==> src/rtl/fetch_queue.sv <==
// fetch_queue: prefetching instruction fetch unit.
// Issues sequential 32-bit reads into a QDEPTH-entry {pc,insn} queue ahead of decode,
// so decode stalls only stop the memory port once the queue is full. A jmp flushes the
// queue and redirects fetch; the redirected read may land in the same cycle.
module fetch_queue #(
    parameter int          QDEPTH   = 4,
    parameter logic [31:0] RESET_PC = 32'h0
) (
    input  logic        clk,
    input  logic        rst,
    output logic [31:0] rd_addr,
    output logic        rd_req,
    input  logic        rd_wait,
    input  logic [31:0] rd_data,
    input  logic        stall,
    input  logic        jmp,
    input  logic [31:0] jmppc,
    output logic        bubble,
    output logic [31:0] insn,
    output logic [31:0] pc
);

    localparam int PTR_W = $clog2(QDEPTH);
    localparam int CNT_W = $clog2(QDEPTH + 1);
    localparam logic [CNT_W-1:0] FULL = CNT_W'(QDEPTH);

    // Fetch/queue control state
    logic [31:0]      fpc;
    logic [PTR_W-1:0] rd_ptr;
    logic [PTR_W-1:0] wr_ptr;
    logic [CNT_W-1:0] count;

    // Entry storage: {pc, insn}; contents are don't-care until written
    logic [63:0] ram [QDEPTH];

    logic [63:0] head;
    logic        pop;
    logic        acc;

    // Head view, fetch address/request and handshake decode
    always_comb begin
        head    = ram[rd_ptr];
        bubble  = (count == '0);
        pop     = !bubble && !stall && !jmp;
        rd_addr = jmp ? jmppc : fpc;
        rd_req  = !rst && (jmp || (count < FULL) || pop);
        acc     = rd_req && !rd_wait;
        insn    = bubble ? 32'h0 : head[31:0];
        pc      = bubble ? 32'h0 : head[63:32];
    end

    // Pointer, occupancy and next-fetch-address update
    always_ff @(posedge clk or posedge rst) begin
        if (rst) begin
            fpc    <= RESET_PC;
            rd_ptr <= '0;
            wr_ptr <= '0;
            count  <= '0;
        end else begin
            // A completed read advances past the fetched word; otherwise retry the
            // same address (which is jmppc on a redirect cycle).
            if (acc) begin
                wr_ptr <= wr_ptr + PTR_W'(1);
                fpc    <= rd_addr + 32'd4;
            end else begin
                fpc    <= rd_addr;
            end

            if (jmp) begin
                // Flush: the head moves to the slot the redirected read (if any) fills.
                rd_ptr <= wr_ptr;
                count  <= acc ? CNT_W'(1) : '0;
            end else begin
                if (pop) begin
                    rd_ptr <= rd_ptr + PTR_W'(1);
                end
                case ({acc, pop})
                    2'b10:   count <= count + CNT_W'(1);
                    2'b01:   count <= count - CNT_W'(1);
                    default: count <= count;
                endcase
            end
        end
    end

    // Entry write on every accepted read; storage is not reset
    always_ff @(posedge clk) begin
        if (acc) begin
            ram[wr_ptr] <= {rd_addr, rd_data};
        end
    end

endmodule

==> config.mk <==
export PLATFORM = sky130hd
export DESIGN_NAME = fetch_queue
export DESIGN_NICKNAME = d
export VERILOG_FILES = /design/src/rtl/fetch_queue.sv
export SDC_FILE = /design/constraint.sdc
export NUM_CORES = 1
export LEC_CHECK = 0
export BUFFER_PORTS_ARGS = -buffer_cell sky130_fd_sc_hd__buf_2
export CELL_PAD_IN_SITES_DETAIL_PLACEMENT = 1
export CELL_PAD_IN_SITES_GLOBAL_PLACEMENT = 2
export CORE_UTILIZATION = 40
export CTS_CLUSTER_SIZE = 8
export DETAILED_ROUTE_END_ITERATION = 6
export PLACE_DENSITY_LB_ADDON = 0.1
export SYNTH_ARGS = -nofsm -noshare
export SYNTH_HDL_FRONTEND = slang
export SYNTH_SLANG_ARGS = --single-unit
==> constraint.sdc <==
create_clock -name clk -period 4.15 [get_ports clk]
set_input_delay 0.415 -clock clk [delete_from_list [all_inputs] [get_ports clk]]
set_output_delay 0.415 -clock clk [all_outputs]
set_load 0.02 [all_outputs]
==> impl_summary.md <==
STA
For the pin with the worst max-slew slack, the measured transition is ~1100 ps. The largest clock skew in the final design is ~19 ps. The number of max-slew violations in the final report is 0. The final-report hold violation count is 0. After routing, the total negative slack on setup checks comes to 0 ps.

Setup violations remaining at the end of the flow were counted as 0. Static timing analysis puts the maximum clock frequency at between 300 and 400 MHz. The routed design could run at a clock period as short as around 3000 ps.

Dividing the final minimum period by the clock period gives 0.728. Setup repair after global routing left no endpoint under its margin. The tightest slew margin relative to the limit is 0.285.

Route
The ratio of routed vias to standard cells is roughly 5.1. The routed length per instance is between 20 and 25 um. The number of vias in the routed layout is ~6,400. After detailed routing, the number of remaining DRC violations is 0.

The final layout contains routed wiring with a total length of roughly 27 mm. Before antenna repair, the detailed router went through 4 iterations. The number of nets with antenna violations after routing is 0.

After the first detailed-routing iteration, the DRC count stood at roughly 260.

Yosys
The number of instances in the synthesized netlist is roughly 650. The sequential fraction of the synthesis area is 0.718. The count of different cell masters after synthesis is 39.

The synthesized net count is 721. In this run the cell area of the synthesized design comes to 0.0121 mm2. In this run the mean area of a mapped cell was about 19 um2. The warning count from the yosys run is 0. In this run, synthesis produced a sequential element count of just under 300.

Finish
The fraction of layout instances using a drive strength above 1 is 0.374. The layout overhead on the synthesized area is 21.0%. Leaving out fill and tap cells, the most frequent cell in the layout is sky130_fd_sc_hd__edfxtp_1. The net total in the final layout is 913. The count of antenna diodes in the layout is 0. In the layout the commonest cells are sky130_fd_sc_hd__edfxtp_1, sky130_fd_sc_hd__buf_2, sky130_fd_sc_hd__nor2b_1. For this run, the number of standard cells in the final layout without fillers is 1,254.

Floorplanning
The die extent in y is between 150 and 200 um. The floorplan die area is around 0.03 mm2. The core region is slightly below 0.03 mm2. The horizontal extent of the die is between 150 and 200 um. After floorplanning, the core was divided into 63 placement rows. The initial utilization of the core area, before any placement, comes to 0.407.

Pin placement for this block handled 167 I/O pins.

Global routing
The first-pass GRT wire length is 42.5 mm. The maximum number of pins on one net before global-route repair is 69. The number of antenna violations at the first check in global routing is 1. In the global route stage, overall resource usage came out at 0.182. The number of global-route vias before repair came to 7,297. Global routing finished with a remaining overflow of 0.

Setup path
The data required time at the worst endpoint is between 3000 and 4000 ps. Traced cell by cell, the critical path runs through buf_4, mux4_2, nor2b_1, buf_2. The critical path data arrival time is approximately 2600 ps.

The path type of the worst setup path is reg -> out. The maximum single-stage delay on the critical path is between 700 and 800 ps. The standard cell with the maximum stage delay on the critical path is sky130_fd_sc_hd__dfrtp_4.

Along the worst path, the maximum fanout reaches 22. The worst setup path is launched from a flip-flop. STA classifies the critical path endpoint as a primary output.

Clocking
In this run the post-CTS setup repair buffer count came out at 0. The clock transition time at the flip-flop clock pins of the worst setup and hold paths is approximately 50 ps. The clock tree from TritonCTS is done. The CTS buffer count is 42. The total of cells resized after clock tree synthesis is 0. CTS saw 295 sinks. The cell at the root of the clock tree is sky130_fd_sc_hd__clkbuf_16.

The number of hold buffers added after CTS was 1. The H-tree was split into 2 levels. For the worst-skew pair, the clock arrives at the later sink with an insertion delay of ~520 ps. The clock passes through at most 3 buffers.

Pwr
The worst IR drop on VDD is 0.394 mV. The power per standard cell area is just under 700 mW/mm2. The leakage power summed over all cells is between 0.005 and 0.006 uW.

Flow run
The tool flagged a number of max-cap violations equal to 0.

Placed design
In this run, placement finished with an instance count of 1,183. At the end of routability-driven placement, the weighted congestion stood at between 0.7 and 0.8. The total half-perimeter wirelength after legalization and detailed placement is approximately 17 mm.

The count of input and output buffers is roughly 170.

Hold path
The worst hold-check path type is in -> reg.

Outcome
The flow ran to the end, and the final reports show no timing, DRC or antenna violations.
[Yosys cell counts, drive strengths merged]
cell type	count	area, um2
nand3b	5	37.5
mux4	64	1440
nand3	12	60.1
mux2i	11	110
and2	9	56.3
o21ai	5	25.0
nand2	22	82.6
xnor2	23	201
and3b	1	8.76
or3	1	6.26
dfrtp	39	976
nor2	15	56.3
o22ai	1	6.26
nand2b	2	12.5
mux2	23	259
a222oi	2	20.0
clkbuf	13	48.8
inv	12	45.0
edfxtp	256	7690
fa	1	20.0
and3	1	6.26
nand4	7	43.8
buf	17	81.3
nor3	7	50.1
nor2b	65	407
nor4b	2	30.0
nand4b	4	50.1
a31oi	4	25.0
and4	1	8.76
xor2	10	87.6
ha	5	62.6
a22oi	2	15.0
a41oi	1	8.76
nor4	3	25.0
[power by group]
part	internal, uW	switching (uW)	leakage (uW)	total [uW]
clock network	1870	1170	0.000563	3050
registers	3610	308	0.00278	3910
logic	1300	1780	0.00186	3080
total	6780	3270	0.00520	10000
[flip-flops by register name (all words and copies together) (netlist names)]
| register | count |
|---|---|
| fpc | 32 |
| rd_ptr | 2 |
| wr_ptr | 2 |
| count | 3 |
| ram | 256 |
[cells by family (layout without fill, tap and decap cells)]
group | count (synthesis) | count (layout) | synth area share
DFF | 295 | 295 | 0.718
and+or+nand+nor | 157 | 157 | 0.0780
muxes | 98 | 98 | 0.150
buffers and inverters | 42 | 260 | 0.0145
xor gates and xnor gates | 33 | 33 | 0.0240
AOI/OAI and AO/OA | 15 | 15 | 0.00830
adders and majority gates | 6 | 6 | 0.00685
[through the flow]
stage               worst slack [ps]  utilization  hold slack (ps)  instance area [um2]  power (uW)
finish                          1130        0.492              112                14600       10000
global route                     937        0.492             91.2                14600       10600
CTS                              994        0.492             86.1                14600       10300
detailed placement               983        0.452              447                13400        7160
global placement                 999        0.452              434                13400        7080
floorplan                        759            -              503                12100        6030
[final timing paths]
kind	start	to	slack, ps	cells after the start
worst max-delay path	rd_ptr[0]	pc[22]	1130	4
worst min-delay path	rd_data[31]	ram[3][31]	110	1
worst max register to register	count[2]	count[2]	1610	9
worst min register to register	wr_ptr[1]	rd_ptr[1]	560	2
max in group asynchronous	rst	fpc[22]	2970	4
min in group asynchronous	rst	fpc[0]	450	3
[metal layers]
metal | vias to the layer above | wire [um] | GRT usage
met5 | - | 10 | 0
met4 | 2 | 469 | 0.0482
met3 | 39 | 1100 | 0.0344
met2 | 142 | 14200 | 0.324
met1 | 3296 | 11300 | 0.226
li1 | 2899 | - | -
[worst max-delay path: cells and delay by family, from the launching register on]
family,cells,cell delay [ps]
buffers and inverters,2,630
AND/OR/NAND/NOR,1,160
flip-flops,1,760
multiplexers,1,530
[layout make-up]
class	instances	area [um2]
repair buffers	178	973
clock inverters	3	33.8
fillers	2864	15000
flip-flops and latches	295	8670
multi-input cells	309	3240
clock buffers	67	1140
inverters	12	45.0
well taps	390	488
No activity file was read; power rests on OpenSTA's default activity.
